===== config.mk =====
export PLATFORM = sky130hd
export DESIGN_NAME = rq_tag_tracker_flat
export DESIGN_NICKNAME = d
export VERILOG_FILES = /design/src/rtl/rq_tag_tracker_if.sv /design/src/rtl/rq_tag_tracker.sv /design/src/flat_wrapper.sv
export SDC_FILE = /design/constraint.sdc
export NUM_CORES = 1
export LEC_CHECK = 0
export BUFFER_PORTS_ARGS = -buffer_cell sky130_fd_sc_hd__buf_2
export CORE_AREA = 2 2 229 231
export DETAILED_ROUTE_END_ITERATION = 10
export DIE_AREA = 0 0 231 233
export PLACE_DENSITY_LB_ADDON = 0.15
export SLEW_MARGIN = 0
export SYNTH_ARGS = -nofsm -noshare
export SYNTH_HDL_FRONTEND = slang
export SYNTH_SLANG_ARGS = --single-unit

===== constraint.sdc =====
create_clock -name clk -period 13.85 [get_ports clk]
set_clock_uncertainty 0.1 [all_clocks]
set_input_delay 1.385 -clock clk [delete_from_list [all_inputs] [get_ports clk]]
set_output_delay 1.385 -clock clk [all_outputs]
set_load 0.02 [all_outputs]

===== src/rtl/rq_tag_tracker_if.sv =====
// Bus bundle between the requester channels, the request builder, the
// completion router and rq_tag_tracker. The tracker takes the slave view and
// the surrounding logic takes the master view.
interface rq_tag_tracker_if #(
  parameter int NUM_CH = 4,
  parameter int TAG_W  = 5
);
  localparam int CH_W = $clog2(NUM_CH);

  logic [NUM_CH-1:0] req_valid;
  logic [NUM_CH-1:0] req_ready;
  logic [3:0]        pcie_tfc_nph_av;
  logic              alloc_valid;
  logic [TAG_W-1:0]  alloc_tag;
  logic [CH_W-1:0]   alloc_ch;
  logic              alloc_ready;
  logic              cpl_valid;
  logic [TAG_W-1:0]  cpl_tag;
  logic              cpl_last;
  logic              cpl_route_valid;
  logic [CH_W-1:0]   cpl_route_ch;
  logic              cpl_err;
  logic              to_valid;
  logic [TAG_W-1:0]  to_tag;
  logic [CH_W-1:0]   to_ch;
  logic [TAG_W:0]    busy_cnt;
  logic              all_busy;

  modport slave (
    input  req_valid, pcie_tfc_nph_av, alloc_ready, cpl_valid, cpl_tag, cpl_last,
    output req_ready, alloc_valid, alloc_tag, alloc_ch, cpl_route_valid, cpl_route_ch,
           cpl_err, to_valid, to_tag, to_ch, busy_cnt, all_busy
  );

  modport master (
    output req_valid, pcie_tfc_nph_av, alloc_ready, cpl_valid, cpl_tag, cpl_last,
    input  req_ready, alloc_valid, alloc_tag, alloc_ch, cpl_route_valid, cpl_route_ch,
           cpl_err, to_valid, to_tag, to_ch, busy_cnt, all_busy
  );
endinterface


===== src/rtl/rq_tag_tracker.sv =====
// PCIe requester tag allocator and outstanding-request tracker.
// Round-robin grants tags (lowest free first) to NUM_CH channels when NPH
// credits exist, routes completions back to the owning channel and retires
// tags whose completion never arrives, scanning one tag per cycle.
module rq_tag_tracker #(
  parameter int NUM_CH      = 4,
  parameter int TAG_W       = 5,
  parameter int TS_W        = 16,
  parameter int TIMEOUT_CYC = 50000
) (
  input  logic                clk,
  input  logic                srst,
  rq_tag_tracker_if.slave     bus
);
  localparam int CH_W     = $clog2(NUM_CH);
  localparam int NUM_TAGS = 1 << TAG_W;
  localparam int CNT_W    = TAG_W + 1;

  // Per-tag state
  logic [NUM_TAGS-1:0] busy_q, busy_d;
  logic [CH_W-1:0]     owner_q [NUM_TAGS];
  logic [TS_W-1:0]     stamp_q [NUM_TAGS];

  // Control state
  logic [TS_W-1:0]     now_q;
  logic [TAG_W-1:0]    scan_idx_q;
  logic [CH_W-1:0]     rr_q;
  logic [CNT_W-1:0]    busy_cnt_q, busy_cnt_d;

  // Registered outputs
  logic                alloc_valid_q;
  logic [TAG_W-1:0]    alloc_tag_q;
  logic [CH_W-1:0]     alloc_ch_q;
  logic                cpl_route_valid_q;
  logic [CH_W-1:0]     cpl_route_ch_q;
  logic                cpl_err_q;
  logic                to_valid_q;
  logic [TAG_W-1:0]    to_tag_q;
  logic [CH_W-1:0]     to_ch_q;

  // Combinational decisions
  logic                free_found;
  logic [TAG_W-1:0]    free_idx;
  logic [NUM_CH-1:0]   req_rot;
  logic [CH_W-1:0]     rr_off;
  logic [CH_W:0]       gnt_sum;
  logic [CH_W-1:0]     gnt_ch;
  logic [CH_W-1:0]     rr_next;
  logic                gnt;
  logic                cpl_hit;
  logic                cpl_free;
  logic [TS_W-1:0]     age;
  logic                to_fire;

  // Lowest-index free tag, taken from the busy vector before this edge so a
  // tag freed now only becomes allocatable next cycle.
  always_comb begin
    // NOTE: every always_comb output gets a default first; a missed branch would otherwise infer a latch.
    free_found = 1'b0;
    free_idx   = '0;
    for (int i = NUM_TAGS - 1; i >= 0; i--) begin
      if (!busy_q[i]) begin
        free_found = 1'b1;
        free_idx   = TAG_W'(i);
      end
    end
  end

  // Round-robin pick: rotate requests so rr_q sits at bit 0, take the first set bit.
  always_comb begin
    req_rot = NUM_CH'({bus.req_valid, bus.req_valid} >> rr_q);
    rr_off  = '0;
    for (int k = NUM_CH - 1; k >= 0; k--) begin
      if (req_rot[k]) rr_off = CH_W'(k);
    end
    gnt_sum = {1'b0, rr_q} + {1'b0, rr_off};
    gnt_ch  = (gnt_sum >= (CH_W+1)'(NUM_CH)) ? CH_W'(gnt_sum - (CH_W+1)'(NUM_CH))
                                             : CH_W'(gnt_sum);
    rr_next = (gnt_ch == CH_W'(NUM_CH - 1)) ? '0 : gnt_ch + 1'b1;
  end

  assign gnt = !srst && (!alloc_valid_q || bus.alloc_ready) && (|bus.req_valid)
               && free_found && (|bus.pcie_tfc_nph_av);

  // Completion lookup and timeout check; a completion that frees the scanned
  // tag in the same cycle wins over the timeout.
  assign cpl_hit  = bus.cpl_valid && busy_q[bus.cpl_tag];
  assign cpl_free = cpl_hit && bus.cpl_last;
  assign age      = now_q - stamp_q[scan_idx_q];
  assign to_fire  = busy_q[scan_idx_q] && (age >= TS_W'(TIMEOUT_CYC))
                    && !(cpl_free && (bus.cpl_tag == scan_idx_q));

  // Next busy vector and count; grant, completion and timeout never hit the same tag.
  always_comb begin
    busy_d = busy_q;
    if (cpl_free) busy_d[bus.cpl_tag] = 1'b0;
    if (to_fire)  busy_d[scan_idx_q]  = 1'b0;
    if (gnt)      busy_d[free_idx]    = 1'b1;
    busy_cnt_d = busy_cnt_q + CNT_W'(gnt) - CNT_W'(cpl_free) - CNT_W'(to_fire);
  end

  // Control state and registered outputs.
  always_ff @(posedge clk) begin
    // NOTE: sequential state uses non-blocking assignment so every register samples pre-edge values.
    if (srst) begin
      busy_q            <= '0;
      busy_cnt_q        <= '0;
      now_q             <= '0;
      scan_idx_q        <= '0;
      rr_q              <= '0;
      alloc_valid_q     <= 1'b0;
      alloc_tag_q       <= '0;
      alloc_ch_q        <= '0;
      cpl_route_valid_q <= 1'b0;
      cpl_route_ch_q    <= '0;
      cpl_err_q         <= 1'b0;
      to_valid_q        <= 1'b0;
      to_tag_q          <= '0;
      to_ch_q           <= '0;
    end else begin
      busy_q     <= busy_d;
      busy_cnt_q <= busy_cnt_d;
      now_q      <= now_q + 1'b1;
      scan_idx_q <= scan_idx_q + 1'b1;
      if (gnt) begin
        alloc_valid_q <= 1'b1;
        alloc_tag_q   <= free_idx;
        alloc_ch_q    <= gnt_ch;
        rr_q          <= rr_next;
      end else if (bus.alloc_ready) begin
        alloc_valid_q <= 1'b0;
      end
      cpl_route_valid_q <= cpl_hit;
      cpl_err_q         <= bus.cpl_valid && !busy_q[bus.cpl_tag];
      if (cpl_hit) cpl_route_ch_q <= owner_q[bus.cpl_tag];
      to_valid_q <= to_fire;
      if (to_fire) begin
        to_tag_q <= scan_idx_q;
        to_ch_q  <= owner_q[scan_idx_q];
      end
    end
  end

  // Owner and start stamp of each tag, written on grant.
  always_ff @(posedge clk) begin
    // NOTE: these arrays are not reset; their contents are only read while the tag's busy bit is set.
    if (gnt) begin
      owner_q[free_idx] <= gnt_ch;
      stamp_q[free_idx] <= now_q;
    end
  end

  assign bus.req_ready       = gnt ? (NUM_CH'(1) << gnt_ch) : '0;
  assign bus.alloc_valid     = alloc_valid_q;
  assign bus.alloc_tag       = alloc_tag_q;
  assign bus.alloc_ch        = alloc_ch_q;
  assign bus.cpl_route_valid = cpl_route_valid_q;
  assign bus.cpl_route_ch    = cpl_route_ch_q;
  assign bus.cpl_err         = cpl_err_q;
  assign bus.to_valid        = to_valid_q;
  assign bus.to_tag          = to_tag_q;
  assign bus.to_ch           = to_ch_q;
  assign bus.busy_cnt        = busy_cnt_q;
  assign bus.all_busy        = (busy_cnt_q == CNT_W'(NUM_TAGS));

  a_cnt_matches_busy: assert property (@(posedge clk) disable iff (srst)
    busy_cnt_q == CNT_W'($countones(busy_q)));
  a_cnt_in_range: assert property (@(posedge clk)
    busy_cnt_q <= CNT_W'(NUM_TAGS));
endmodule


===== src/flat_wrapper.sv =====
// flat-port wrapper written by rule: the top's interface ports become plain ports
module rq_tag_tracker_flat 
#(
  parameter int NUM_CH      = 4,
  parameter int TAG_W       = 5,
  parameter int TS_W        = 16,
  parameter int TIMEOUT_CYC = 50000
)
  (clk, srst, bus_req_valid, bus_pcie_tfc_nph_av, bus_alloc_ready, bus_cpl_valid, bus_cpl_tag, bus_cpl_last, bus_req_ready, bus_alloc_valid, bus_alloc_tag, bus_alloc_ch, bus_cpl_route_valid, bus_cpl_route_ch, bus_cpl_err, bus_to_valid, bus_to_tag, bus_to_ch, bus_busy_cnt, bus_all_busy);
  rq_tag_tracker_if #(.NUM_CH(NUM_CH), .TAG_W(TAG_W)) bus_i ();
  input  logic clk;
  input  logic srst;
  input wire logic [$bits(bus_i.req_valid)-1:0] bus_req_valid;
  input wire logic [$bits(bus_i.pcie_tfc_nph_av)-1:0] bus_pcie_tfc_nph_av;
  input wire logic [$bits(bus_i.alloc_ready)-1:0] bus_alloc_ready;
  input wire logic [$bits(bus_i.cpl_valid)-1:0] bus_cpl_valid;
  input wire logic [$bits(bus_i.cpl_tag)-1:0] bus_cpl_tag;
  input wire logic [$bits(bus_i.cpl_last)-1:0] bus_cpl_last;
  output wire logic [$bits(bus_i.req_ready)-1:0] bus_req_ready;
  output wire logic [$bits(bus_i.alloc_valid)-1:0] bus_alloc_valid;
  output wire logic [$bits(bus_i.alloc_tag)-1:0] bus_alloc_tag;
  output wire logic [$bits(bus_i.alloc_ch)-1:0] bus_alloc_ch;
  output wire logic [$bits(bus_i.cpl_route_valid)-1:0] bus_cpl_route_valid;
  output wire logic [$bits(bus_i.cpl_route_ch)-1:0] bus_cpl_route_ch;
  output wire logic [$bits(bus_i.cpl_err)-1:0] bus_cpl_err;
  output wire logic [$bits(bus_i.to_valid)-1:0] bus_to_valid;
  output wire logic [$bits(bus_i.to_tag)-1:0] bus_to_tag;
  output wire logic [$bits(bus_i.to_ch)-1:0] bus_to_ch;
  output wire logic [$bits(bus_i.busy_cnt)-1:0] bus_busy_cnt;
  output wire logic [$bits(bus_i.all_busy)-1:0] bus_all_busy;
  assign bus_i.req_valid = bus_req_valid;
  assign bus_i.pcie_tfc_nph_av = bus_pcie_tfc_nph_av;
  assign bus_i.alloc_ready = bus_alloc_ready;
  assign bus_i.cpl_valid = bus_cpl_valid;
  assign bus_i.cpl_tag = bus_cpl_tag;
  assign bus_i.cpl_last = bus_cpl_last;
  assign bus_req_ready = bus_i.req_ready;
  assign bus_alloc_valid = bus_i.alloc_valid;
  assign bus_alloc_tag = bus_i.alloc_tag;
  assign bus_alloc_ch = bus_i.alloc_ch;
  assign bus_cpl_route_valid = bus_i.cpl_route_valid;
  assign bus_cpl_route_ch = bus_i.cpl_route_ch;
  assign bus_cpl_err = bus_i.cpl_err;
  assign bus_to_valid = bus_i.to_valid;
  assign bus_to_tag = bus_i.to_tag;
  assign bus_to_ch = bus_i.to_ch;
  assign bus_busy_cnt = bus_i.busy_cnt;
  assign bus_all_busy = bus_i.all_busy;
  rq_tag_tracker #(.NUM_CH(NUM_CH), .TAG_W(TAG_W), .TS_W(TS_W), .TIMEOUT_CYC(TIMEOUT_CYC)) u_core (.clk(clk), .srst(srst), .bus(bus_i));
endmodule

* Yosys cells after proc, flatten, opt, wreduce, memory -nomap -nowiden
Memory sizes are Yosys's and may differ from the RTL's. A register that Yosys moved wholly into a read port is not among the register bits.
Index checks and enable logic that the tools add are counted.
** Operators by class
- Magnitude comparators :: 8
- Shifts and indexed selects :: 2
- Mux-type cells :: 89
- $add $sub $neg :: 9
- Reductions and logical operators :: 21
- Eq/ne operators :: 3
- Bitwise operators :: 5
** Operators by type and width (count)
- $mux W5 :: 33
- $mux W32 :: 3
- $and A32 B32 Y32 :: 2
- $not A32 Y32 :: 2
- $mux W1 :: 41
- $or A32 B32 Y32 :: 1
- $lt A5 B6 Y1 const B :: 3
- $add A16 B1 Y16 const B :: 1
- $ge A16 B16 Y1 const B :: 1
- $sub A16 B16 Y16 :: 1
- $demux W1 S5 :: 3
- $ge A5 B1 Y1 const B :: 3
- $logic_and A1 B1 Y1 :: 13
- $mux W2 :: 6
- $sub A6 B1 Y6 :: 2
- $bmux W1 S5 :: 2
- $reduce_or A4 Y1 :: 2
- $shr A8 B2 Y4 :: 1
- $add A6 B1 Y6 :: 1
- $eq A6 B6 Y1 const B :: 1
- $add A5 B1 Y5 const B :: 1
- $eq A5 B5 Y1 :: 1
- $logic_not A1 Y1 :: 4
- $mux W4 :: 1
- other kinds (8) :: 8
** Storage, ports and cells
- Register bits after elaboration :: 77
- Memories kept :: 2
- Output and inout bits :: 31
- Logic and storage cells :: 151
- Input port bits :: 18
- Memory bits (writable) :: 576
** Memory list
- u_core.stamp_q :: depth 32, width 16, rd ports 1, clocked after Yosys merged registers in 1, write ports 1, RTL line rq_tag_tracker.sv:22 : logic [TS_W-1:0] stamp_q [NUM_TAGS];
- u_core.owner_q :: depth 32, width 2, rd ports 2, clocked after Yosys merged registers in 2, write ports 1, RTL line rq_tag_tracker.sv:21 : logic [CH_W-1:0] owner_q [NUM_TAGS];

* Longest topological paths before layout
- Depth after elaboration :: 38
- Depth in mapped cells :: 29
- Mapped depth without buffers :: 25

* Worst setup path before layout
Ideal clock, no wire load.
- Kind :: register to register
- Start point :: register u_core.scan_idx_q[0]
- End point :: register u_core.busy_cnt_q[5] (netlist: u_core.bus.busy_cnt[5])
- Buffers on the path :: 5
- Data required time :: 13.622 ns
- Stages on the path, launching flop included :: 29
- Slack :: 7.439 ns
- Data arrival time :: 6.183 ns
- Library setup time :: 0.128 ns
- Path through :: dfxtp_1 buf_2 buf_2 buf_2 buf_2 mux4_2 a221oi_1 and3_1 ha_1 buf_2 o21a_1 o2111ai_2 a21oi_2 or2_0 o22a_1 o311a_1 o211a_4 and3_1 a21oi_1 ha_1 a21oi_1 ha_1 inv_1 ha_1 fa_1 a21o_1 a21oi_1 xor2_1 nor2_1
** On the way
- Longest elaborated chain between the ends :: 5
- Elaborated cells between the ends (all ways) :: 8
- Those cells by class :: add/sub (1); eq/ne (1); mux (2); reduce/logical (4)
** RTL lines
- from (decl) :: RTL line rq_tag_tracker.sv:26 : logic [TAG_W-1:0] scan_idx_q;
- from (signal assigned) :: RTL line rq_tag_tracker.sv:124 : scan_idx_q <= scan_idx_q + 1'b1;
- $bmux W1 S5 or $eq A5 B5 Y1 (tied branches) :: RTL line rq_tag_tracker.sv:90, rq_tag_tracker.sv:91
- $mux W1 (implied by the code) or $logic_and A1 B1 Y1 (tied branches) :: RTL line rq_tag_tracker.sv:90, rq_tag_tracker.sv:91
- $logic_and A1 B1 Y1 or $logic_not A1 Y1 (tied branches) :: RTL line rq_tag_tracker.sv:90, rq_tag_tracker.sv:91
- $logic_and A1 B1 Y1 (*) :: RTL line rq_tag_tracker.sv:91 : && !(cpl_free && (bus.cpl_tag == scan_idx_q));
- $sub A6 B1 Y6 (*) :: RTL line rq_tag_tracker.sv:99 : busy_cnt_d = busy_cnt_q + CNT_W'(gnt) - CNT_W'(cpl_free) - CNT_W'(to_fire);
- to (signal assigned) :: RTL line rq_tag_tracker.sv:122 : busy_cnt_q <= busy_cnt_d;
- to (decl) :: RTL line rq_tag_tracker.sv:28 : logic [CNT_W-1:0] busy_cnt_q, busy_cnt_d;
Every way passes the cells marked *; elsewhere a longest branch is shown, timed or not. The select of a mux whose other input is x is not followed.
A chain may end at the register's enable or synchronous reset.

* Final worst setup path
Ends and elaborated chain as after synthesis.

==> impl_metrics.ini <==
[cells_and_area]
antennaDiodeCount = 0
layout-drive-gt1-share = 0.247
finalNetCount = 1793
stdcell_count = 2472
post-route-util = 0.614
area_growth_pct = 12.1

[min_path]
holdPathStages = 2
hold_path_class = flop to flop

[global_routing]
grt_pass1_wl_um = 108000
grt_max_degree = 55
grt_use_total = 0.284
grt_pass1_vias = 15800
grt_antenna_before_repair = 0
grt.overflow.total = 0

[route]
routed_wl_um = 74500
ant_nets = 0
via_per_inst = 6.58
avgRoutedWirePerCell_um = 30.1
vias = 16300
drcViolationCount = 0
drt-initial-drc-count = 1895
firstDrtPassIters = 6

[critical_path]
cp_data_required_time_ps = 14200
cp-end-kind = flop
path_class = flop to flop
max_stage_delay_ps = 900
critPathLaunchType = flop
cp_max_fo = 42
reg2reg_depth = 25
crit_slowest_cell = dfxtp_4
cp.arrival_ps = 8130

[clocking]
root_buffer = clkbuf_16
post_cts_buffers = 0
ctsHoldBuffers = 0
clock_path_buffers = 3
htreeDepth = 3
clock_latency_ps = 610
numCtsBuffers = 69
post_cts_resized = 0
path_clk_slew_ps = 60
cts_sinks = 657
cts_tree = built

[logic_synthesis]
yosysTopAreaCell = edfxtp_1
ys_seq_area_frac = 0.676
synthCells = 1659
yosysMostFrequentCell = edfxtp_1
synth_edf_count = 576
synth_warnings = 0
synth_cell_type_count = 78
syn_area_mm2 = 0.0280
syn-num-nets = 1713
synthFlopType = edfxtp_1
synth_common_cells = edfxtp_1 (576), mux4_2 (168), nor2_1 (100), nand2_1 (83), dfxtp_1 (81)
synth_area_leaders = edfxtp_1 (62%), mux4_2 (14%), dfxtp_1 (5.8%), ha_1 (1.5%), nor2_1 (1.3%)
synth_top_area_frac = 0.618
synth_seq_cells = 657
postSynthAreaPerCell_um2 = 16.9
ys_async_sr_fraction = 0

[job]
maxCapViolations = 0

[pwr]
power_density_mw_per_mm2 = 144
p_total_w = 0.00450
p_leak_nw = 10.3
ir_drop_v = 0.000109

[timing]
timing.final.crit_share = 0.562
period_minus_slack_ps = 7780
slew_viol_final = 0
slew-limit-headroom = 0.156
setup_viol = 0
rsz0062_at_grt = false
tns_ps = 0
clock.fmax_mhz = 129
timing.hold.ws_ps = 376
finalHoldViolCount = 0
tightest_slew_ps = 1260

[placement]
dp_hpwl_um = 43300
dp_cells = 2348
io_buffers = 48
gp_congestion = 0.944

[floorplan]
die_y_um = 233
core_area_mm2 = 0.0511
rows = 83
die-area_mm2 = 0.0538
die_w_um = 231
io_pins = 49
start_util = 0.548

[status]
status = finished, final reports clean
==> flip-flops by register name, indices dropped and copies added, names as in the netlist, 2 cells and up <==
name,cells
u_core.now_q,16
u_core.busy_q,32
u_core.bus.cpl_route_ch,2
u_core.bus.alloc_ch,2
u_core.bus.alloc_tag,5
u_core.bus.busy_cnt,6
u_core.stamp_q,512
u_core.bus.to_ch,2
u_core.owner_q,64
u_core.rr_q,2
u_core.bus.to_tag,5
u_core.scan_idx_q,5
==> cell type report <==
type | instances | area (um^2)
clock buffers | 93 | 1900
clock inverters | 31 | 258
fillers | 3764 | 19700
inverters | 27 | 101
multi-input cells | 879 | 8660
flip-flops and latches | 657 | 18900
well taps | 680 | 851
repair buffers | 105 | 668
==> final timing paths <==
kind                                            from  slack (ps)                      to
worst max register to register  u_core.scan_idx_q[0]        6070  u_core.bus.busy_cnt[5]
worst max-delay path            u_core.scan_idx_q[0]        6070  u_core.bus.busy_cnt[5]
worst min-delay path            u_core.bus.to_tag[4]         380    u_core.bus.to_tag[4]
worst min register to register  u_core.bus.to_tag[4]         380    u_core.bus.to_tag[4]
==> metrics by stage <==
stage | instance area, um^2 | setup slack, ps
after floorplan | 28000 | 7440
after global placement | 29200 | 6020
after detailed placement | 29200 | 5980
after CTS | 31400 | 5950
after global routing | 31400 | 5520
final | 31400 | 6070
==> logic make-up after synthesis <==
kind of cell    synth area share
fa+ha+maj                 0.0170
simple gates              0.0659
compound gates            0.0676
flops                      0.676
mux                        0.144
xor+xnor                 0.00997
buf+inv                   0.0195
==> placed cells by master (no fill, tap or decap), drive strengths merged, types with 4 or more instances in the layout <==
master and n:
a22o 23, and3b 6, nand2b 4, nand2 84, nor3b 10, a21o 9
a22oi 38, o21ai 28, and3 31, clkbuf 93, a31oi 29, ha 34
edfxtp 576, mux4 168, o211ai 5, and2 10, nand4 25, inv 28
nor4 14, xnor2 11, xor2 20, o22ai 13, nor2b 12, buf 105
a41o 4, or3 5, a211oi 9, nand3 23, nor2 102, a221oi 19
a21oi 60, dfxtp 81, clkinv 24, mux2i 25, nor3 16
==> power by group <==
part	internal, W	switching, W	total, W	leakage, nW
Combinational	0.000185	0.000293	0.000478	3.31
Sequential	0.00221	0.0000371	0.00225	5.98
Clock	0.00102	0.000752	0.00178	1.04
Total	0.00342	0.00108	0.00450	10.3
==> worst max-delay path, delay by kind of cell (launching register included) <==
family | cells | cell delay, ps
fa+ha+maj | 5 | 1260
flops | 1 | 900
xor+xnor | 2 | 360
mux | 1 | 590
buf+inv | 3 | 1530
compound gates | 11 | 2280
simple gates | 3 | 480
==> metal layers <==
metal	vias up	GRT usage	wire length (um)
met1	8435	0.400	30600
met2	783	0.442	35100
met3	159	0.0538	5800
met4	0	0.110	2990
met5	-	0	0
li1	6890	-	-
Power figures use the tool's default switching activity.
